$ cat config.mk
export PLATFORM = sky130hd
export DESIGN_NAME = i2c_sensor_responder
export DESIGN_NICKNAME = d
export VERILOG_FILES = /design/src/rtl/i2c_sensor_responder.sv
export SDC_FILE = /design/constraint.sdc
export NUM_CORES = 1
export LEC_CHECK = 0
export CORE_MARGIN = 2
export CORE_UTILIZATION = 25
export CTS_CLUSTER_DIAMETER = 100
export DETAILED_ROUTE_END_ITERATION = 12
export GPL_TIMING_DRIVEN = 0
export HOLD_SLACK_MARGIN = 0.12
export MAX_ROUTING_LAYER = met4
export SYNTH_ARGS = -nofsm -noshare
export SYNTH_HDL_FRONTEND = slang
export SYNTH_SLANG_ARGS = --single-unit
$ cat constraint.sdc
create_clock -name clk -period 2.2 [get_ports clk]
set_input_delay 0.55 -clock clk [delete_from_list [all_inputs] [get_ports clk]]
set_output_delay 0.55 -clock clk [all_outputs]
set_load 0.01 [all_outputs]
$ cat src/rtl/i2c_sensor_responder.sv
// I2C target emulating the 0x44 temperature/humidity sensor: accepts 16-bit
// commands and serves six-byte readings (T, CRC(T), H, CRC(H)) open-drain.
module i2c_sensor_responder #(
  parameter logic [6:0] DEV_ADDR    = 7'h44,
  parameter int         SYNC_STAGES = 2
) (
  input  logic        clk,
  input  logic        rst,
  input  logic        scl_i,
  input  logic        sda_i,
  output logic        sda_oe,
  input  logic [15:0] t_code,
  input  logic [15:0] h_code,
  input  logic        code_load,
  output logic [15:0] cmd,
  output logic        cmd_valid,
  output logic        rd_done,
  output logic        busy
);

  typedef enum logic [2:0] {IDLE, ADDR, ADDR_ACK, CMD_RX, CMD_ACK, TX, TX_ACK, IGNORE} state_t;

  localparam logic [15:0] SOFT_RESET = 16'h30A2;

  function automatic logic [7:0] crc8(input logic [15:0] d);
    logic [7:0] c;
    c = 8'hFF;
    for (int i = 15; i >= 0; i--)
      c = (c[7] ^ d[i]) ? ({c[6:0], 1'b0} ^ 8'h31) : {c[6:0], 1'b0};
    return c;
  endfunction

  function automatic logic [7:0] pick(input logic [47:0] s, input logic [2:0] i);
    case (i)
      3'd0:    pick = s[47:40];
      3'd1:    pick = s[39:32];
      3'd2:    pick = s[31:24];
      3'd3:    pick = s[23:16];
      3'd4:    pick = s[15:8];
      3'd5:    pick = s[7:0];
      default: pick = 8'h00;
    endcase
  endfunction

  logic [SYNC_STAGES-1:0] scl_sync, sda_sync;
  logic scl_s, sda_s, scl_p, sda_p;
  logic scl_rise, scl_fall, start_det, stop_det;

  state_t      state_q, state_d;
  logic [3:0]  bit_cnt_q, bit_cnt_d;
  logic [7:0]  rx_q, rx_d;
  logic        rw_q, rw_d;
  logic [1:0]  cmd_idx_q, cmd_idx_d;
  logic [2:0]  tx_idx_q, tx_idx_d;
  logic [7:0]  tx_byte_q, tx_byte_d, next_byte;
  logic        acked_q, acked_d;
  logic [15:0] cmd_shift_q, cmd_shift_d, cmd_d;
  logic        cmd_valid_d, rd_done_d, busy_d;
  logic        sda_oe_q, sda_oe_d;
  logic [47:0] sample_q, sample_d, shadow_q, shadow_d;
  logic        sample_ok_q, sample_ok_d;

  assign scl_s     = scl_sync[SYNC_STAGES-1];
  assign sda_s     = sda_sync[SYNC_STAGES-1];
  assign scl_rise  = scl_s & ~scl_p;
  assign scl_fall  = ~scl_s & scl_p;
  assign start_det = scl_s & scl_p & sda_p & ~sda_s;
  assign stop_det  = scl_s & scl_p & ~sda_p & sda_s;

  // Gated with rst so SDA is released in the very cycle reset is asserted.
  assign sda_oe = sda_oe_q & ~rst;

  always_ff @(posedge clk) begin
    if (rst) begin
      scl_sync <= '1;
      sda_sync <= '1;
      scl_p    <= 1'b1;
      sda_p    <= 1'b1;
    end else begin
      scl_sync <= {scl_sync[SYNC_STAGES-2:0], scl_i};
      sda_sync <= {sda_sync[SYNC_STAGES-2:0], sda_i};
      scl_p    <= scl_s;
      sda_p    <= sda_s;
    end
  end

  always_ff @(posedge clk) begin
    if (rst) begin
      state_q     <= IDLE;
      bit_cnt_q   <= '0;
      rx_q        <= '0;
      rw_q        <= 1'b0;
      cmd_idx_q   <= '0;
      tx_idx_q    <= '0;
      tx_byte_q   <= '0;
      acked_q     <= 1'b0;
      cmd_shift_q <= '0;
      cmd         <= '0;
      cmd_valid   <= 1'b0;
      rd_done     <= 1'b0;
      busy        <= 1'b0;
      sda_oe_q    <= 1'b0;
      sample_q    <= '0;
      shadow_q    <= '0;
      sample_ok_q <= 1'b0;
    end else begin
      state_q     <= state_d;
      bit_cnt_q   <= bit_cnt_d;
      rx_q        <= rx_d;
      rw_q        <= rw_d;
      cmd_idx_q   <= cmd_idx_d;
      tx_idx_q    <= tx_idx_d;
      tx_byte_q   <= tx_byte_d;
      acked_q     <= acked_d;
      cmd_shift_q <= cmd_shift_d;
      cmd         <= cmd_d;
      cmd_valid   <= cmd_valid_d;
      rd_done     <= rd_done_d;
      busy        <= busy_d;
      sda_oe_q    <= sda_oe_d;
      sample_q    <= sample_d;
      shadow_q    <= shadow_d;
      sample_ok_q <= sample_ok_d;
    end
  end

  // sda_oe only moves on a synchronised SCL fall (or START/STOP), so the
  // line is stable for the whole SCL-high window the master samples in.
  always_comb begin
    state_d     = state_q;
    bit_cnt_d   = bit_cnt_q;
    rx_d        = rx_q;
    rw_d        = rw_q;
    cmd_idx_d   = cmd_idx_q;
    tx_idx_d    = tx_idx_q;
    tx_byte_d   = tx_byte_q;
    acked_d     = acked_q;
    cmd_shift_d = cmd_shift_q;
    cmd_d       = cmd;
    cmd_valid_d = 1'b0;
    rd_done_d   = 1'b0;
    busy_d      = busy;
    sda_oe_d    = sda_oe_q;
    sample_d    = sample_q;
    shadow_d    = shadow_q;
    sample_ok_d = sample_ok_q;
    next_byte   = pick(shadow_q, tx_idx_q + 3'd1);

    if (start_det) begin
      state_d   = ADDR;
      bit_cnt_d = '0;
      sda_oe_d  = 1'b0;
      acked_d   = 1'b0;
    end else if (stop_det) begin
      state_d  = IDLE;
      busy_d   = 1'b0;
      sda_oe_d = 1'b0;
    end else begin
      case (state_q)
        IDLE: sda_oe_d = 1'b0;
        ADDR: begin
          if (scl_rise) begin
            rx_d      = {rx_q[6:0], sda_s};
            bit_cnt_d = bit_cnt_q + 4'd1;
          end else if (scl_fall && bit_cnt_q == 4'd8) begin
            bit_cnt_d = '0;
            rw_d      = rx_q[0];
            if (rx_q[7:1] == DEV_ADDR && (!rx_q[0] || sample_ok_q)) begin
              state_d  = ADDR_ACK;
              sda_oe_d = 1'b1;
              busy_d   = 1'b1;
              if (rx_q[0]) shadow_d = sample_q;
            end else begin
              state_d = IGNORE;
            end
          end
        end
        ADDR_ACK: begin
          if (scl_fall) begin
            bit_cnt_d = '0;
            if (rw_q) begin
              state_d   = TX;
              tx_idx_d  = '0;
              tx_byte_d = shadow_q[47:40];
              sda_oe_d  = ~shadow_q[47];
            end else begin
              state_d   = CMD_RX;
              cmd_idx_d = '0;
              sda_oe_d  = 1'b0;
            end
          end
        end
        CMD_RX: begin
          if (scl_rise) begin
            rx_d      = {rx_q[6:0], sda_s};
            bit_cnt_d = bit_cnt_q + 4'd1;
          end else if (scl_fall && bit_cnt_q == 4'd8) begin
            state_d   = CMD_ACK;
            sda_oe_d  = 1'b1;
            bit_cnt_d = '0;
            if (cmd_idx_q == 2'd0)      cmd_shift_d[15:8] = rx_q;
            else if (cmd_idx_q == 2'd1) cmd_shift_d[7:0]  = rx_q;
          end
        end
        CMD_ACK: begin
          if (scl_fall) begin
            state_d  = CMD_RX;
            sda_oe_d = 1'b0;
            if (cmd_idx_q == 2'd1) begin
              cmd_d       = cmd_shift_q;
              cmd_valid_d = 1'b1;
              if (cmd_shift_q == SOFT_RESET) sample_ok_d = 1'b0;
            end
            if (cmd_idx_q != 2'd2) cmd_idx_d = cmd_idx_q + 2'd1;
          end
        end
        TX: begin
          if (scl_rise) begin
            if (tx_byte_q[7] && !sda_s) state_d = IGNORE;
          end else if (scl_fall) begin
            if (bit_cnt_q == 4'd7) begin
              state_d   = TX_ACK;
              sda_oe_d  = 1'b0;
              bit_cnt_d = '0;
              acked_d   = 1'b0;
            end else begin
              tx_byte_d = {tx_byte_q[6:0], 1'b0};
              sda_oe_d  = ~tx_byte_q[6];
              bit_cnt_d = bit_cnt_q + 4'd1;
            end
          end
        end
        TX_ACK: begin
          if (scl_rise) begin
            if (sda_s || tx_idx_q == 3'd5) begin
              state_d   = IGNORE;
              rd_done_d = (tx_idx_q == 3'd5);
            end else begin
              acked_d = 1'b1;
            end
          end else if (scl_fall && acked_q) begin
            state_d   = TX;
            tx_idx_d  = tx_idx_q + 3'd1;
            tx_byte_d = next_byte;
            sda_oe_d  = ~next_byte[7];
            bit_cnt_d = '0;
            acked_d   = 1'b0;
          end
        end
        IGNORE:  sda_oe_d = 1'b0;
        default: state_d  = IDLE;
      endcase
    end

    if (code_load) begin
      sample_d    = {t_code, crc8(t_code), h_code, crc8(h_code)};
      sample_ok_d = 1'b1;
    end
  end

endmodule

==> results.cfg <==
[clock_network]
insertion_delay_ps = 440
clk_pin_slew_ps = 70
cts_root_buf = clkbuf_16
hold_buffers = 0
clock_path_buffers = 2
cts_tree = yes
ctsHtreeMaxLevel = 4
cts-buffers-inserted = 17
cts.sinks = 169

[global_route]
overflow = 0
grt_first_pass_wirelength_um = 35400
grt_usage = 0.139
grt_util_met2 = 0.215
grt_pass1_vias = 6530
antenna_found_initial = 0
top_usage_layer = met2
grt_start_max_net_pins = 19
gr-usage-met3 = 0.0275
use_met1 = 0.182

[critical_path]
worst-setup-path-type = in -> reg
worstPathRequired_ps = 2540
cp_max_fo = 2
endpoint_kind = flip-flop
crit_path_start_kind = input pin
crit_arrival_ps = 2450

[power]
switching_share = 0.326
cellInternalPower_mw = 5.65
pwr-share-comb = 0.248
power_frac_seq = 0.401
ir_worst_vdd_mv = 0.534
powerDensity_mw_per_mm2 = 847
total_power_mw = 8.38
p_leak_nw = 3.71
switching_power_mw = 2.73
clockPowerShare = 0.351

[synth]
synthMuxAreaShare = 0.0785
synthArstFlopShare = 0
yosys.area.top_type = dfxtp_1
synth-compound-area-share = 0.145
ys_ff_latch = 169
synth-simple-area-share = 0.194
synthTopCellsByCount = nand2_1 (180), dfxtp_1 (169), a21oi_1 (107)
synthXorXnorAreaFrac = 0.0973
yosysSeqAreaShare = 0.424
synth_edf_count = 0
synthAdderAreaFrac = 0.0204
synth_top_family_by_area = simple AND/OR/NAND/NOR gates
synth.avg_cell_area_um2 = 8.62
yosysWarnings = 0
synth.most_common_cell = nand2_1
yosys.area.top_type_share = 0.424
syn_area_mm2 = 0.00797
syn-num-nets = 975
synth_cell_types = 64
netlist_instances = 925
synth_area_leaders = dfxtp_1 (42%), nand2_1 (8.5%), mux2i_1 (7.3%)
ys.flop_type = dfxtp_1

[final_layout]
drive_gt1_frac = 0.119
finalNetCount = 1061
fillerInstances = 3288
area_delta_synth_final_pct = 24.2
multi_input_area_mm2 = 0.00440
regArea_mm2 = 0.00339
diodes = 0
post-route-util = 0.314

[timing]
period_share = 0.955
worstMarginPinSlew_ps = 750
finalHoldViolCount = 0
period_needed_ps = 2100
setup_violations = 0
skew_ps = 12.9
max_slew_margin = 0.494
finalMaxSlewViolations = 0
fmax_mhz = 476

[route]
first_pass_iters = 5
routedWlPerCell_um = 15.6
drc = 0
wirelength_um = 22200
antenna_left = 0
avgViaCountPerCell = 4.73
drt_iter0_drc = 526
vias = 6737

[run]
cap_violations = 0

[placed_design]
dp_hpwl_um = 16600
io_buffers = 55
place_congestion = 0.899

[floorplanning]
die_area_mm2 = 0.0333
io_pins = 57
start_util = 0.253
core-area_mm2 = 0.0315
die_height_um = 183
die_width_um = 183
rows = 65

[hold_path]
hp-class = in -> reg

[run_status]
status = finished, final reports clean
-- routing by layer --
layer | routed length (um) | share of wire
met5 | 0 | 0
met4 | 453 | 0.020
met3 | 991 | 0.045
met2 | 10200 | 0.46
met1 | 10600 | 0.48
-- kinds of logic (layout without fill, tap and decap cells) --
kind of cell    after synthesis  count (layout)
fa+ha+maj                    13              13
flops                       169             169
simple gates                351             351
buf+inv                      76             174
compound gates              188             188
xor+xnor                     66              66
mux                          62              62
-- power groups by stage --
stage	clock network (mW)	logic, mW	registers [mW]
2_1_floorplan	0	1.49	3.37
4_1_cts	2.99	2.01	3.34
5_1_grt	3.14	2.27	3.38
3_3_place_gp	0	1.95	3.40
3_5_place_dp	0	1.96	3.40
6_report	2.95	2.08	3.36
-- worst paths after layout --
kind / from / end / slack [ps] / cells past startpoint
max: t_code[3] / sample_q[31] / 100 / 6
min: t_code[15] / sample_q[47] / 410 / 3
max reg2reg: scl_p / shadow_q[10] / 110 / 10
min reg2reg: scl_sync[0] / scl_sync[1] / 410 / 1
-- stage by stage --
| step | worst slack, ps | cell area, um^2 | std cells | TNS (ps) | hold WS (ps) |
|---|---|---|---|---|---|
| 6_report | 98.7 | 9900 | 1425 | 0 | 405 |
| 5_1_grt | -8.04 | 9900 | 1425 | -8.04 | 441 |
| 4_1_cts | 7.71 | 9730 | 1415 | 0 | 394 |
| 3_5_place_dp | -772 | 9020 | 1382 | -48120 | 397 |
| 3_3_place_gp | -745 | 9020 | 1382 | -47370 | 396 |
| 2_1_floorplan | -39.6 | 7970 | 925 | -39.6 | 389 |
-- worst max-delay path, cell delays in order --
cell	delay (ps)
clkdlybuf4s50_1	510
xor3_4	360
xor3_2	300
xnor2_1	170
or4b_1	480
o311ai_1	80
-- area by class of cell --
type / count / share of cell area
clock inverters: 14 / 0.0147
multi-input cells: 680 / 0.445
repair buffers: 73 / 0.0686
clock buffers: 17 / 0.0430
well taps: 402 / 0.0508
inverters: 17 / 0.00645
flip-flops and latches: 169 / 0.342
plain buffers: 53 / 0.0297
-- flip-flops by register name, indices dropped and copies added, names as in the netlist, 3 cells and up --
register	cells
sample_q	48
shadow_q	48
cmd	16
cmd_shift_q	16
rx_q	8
tx_byte_q	8
bit_cnt_q	4
state_q	3
tx_idx_q	3
-- placed cells by master (no fill, tap or decap), types with 8 or more instances in the layout --
cell type,n
nand2_1,180
dfxtp_1,167
a21oi_1,106
nor2_1,88
mux2i_1,58
clkdlybuf4s50_1,42
xnor2_1,39
clkbuf_1,26
buf_4,19
clkbuf_16,17
inv_1,15
nand3_1,15
o21ai_0,15
clkbuf_2,12
nor2b_1,11
a211oi_1,11
ha_1,10
a22oi_1,8
o2111ai_1,8
dlygate4sd2_1,8
-- repair_timing --
item / CTS / global route
buffers inserted: 4 / 14
gates resized for setup: 45 / 34
endpoints found under the setup margin: 116 / 102
pin swaps: 8 / 8
Note: power is estimated with default switching activity, not from simulation.
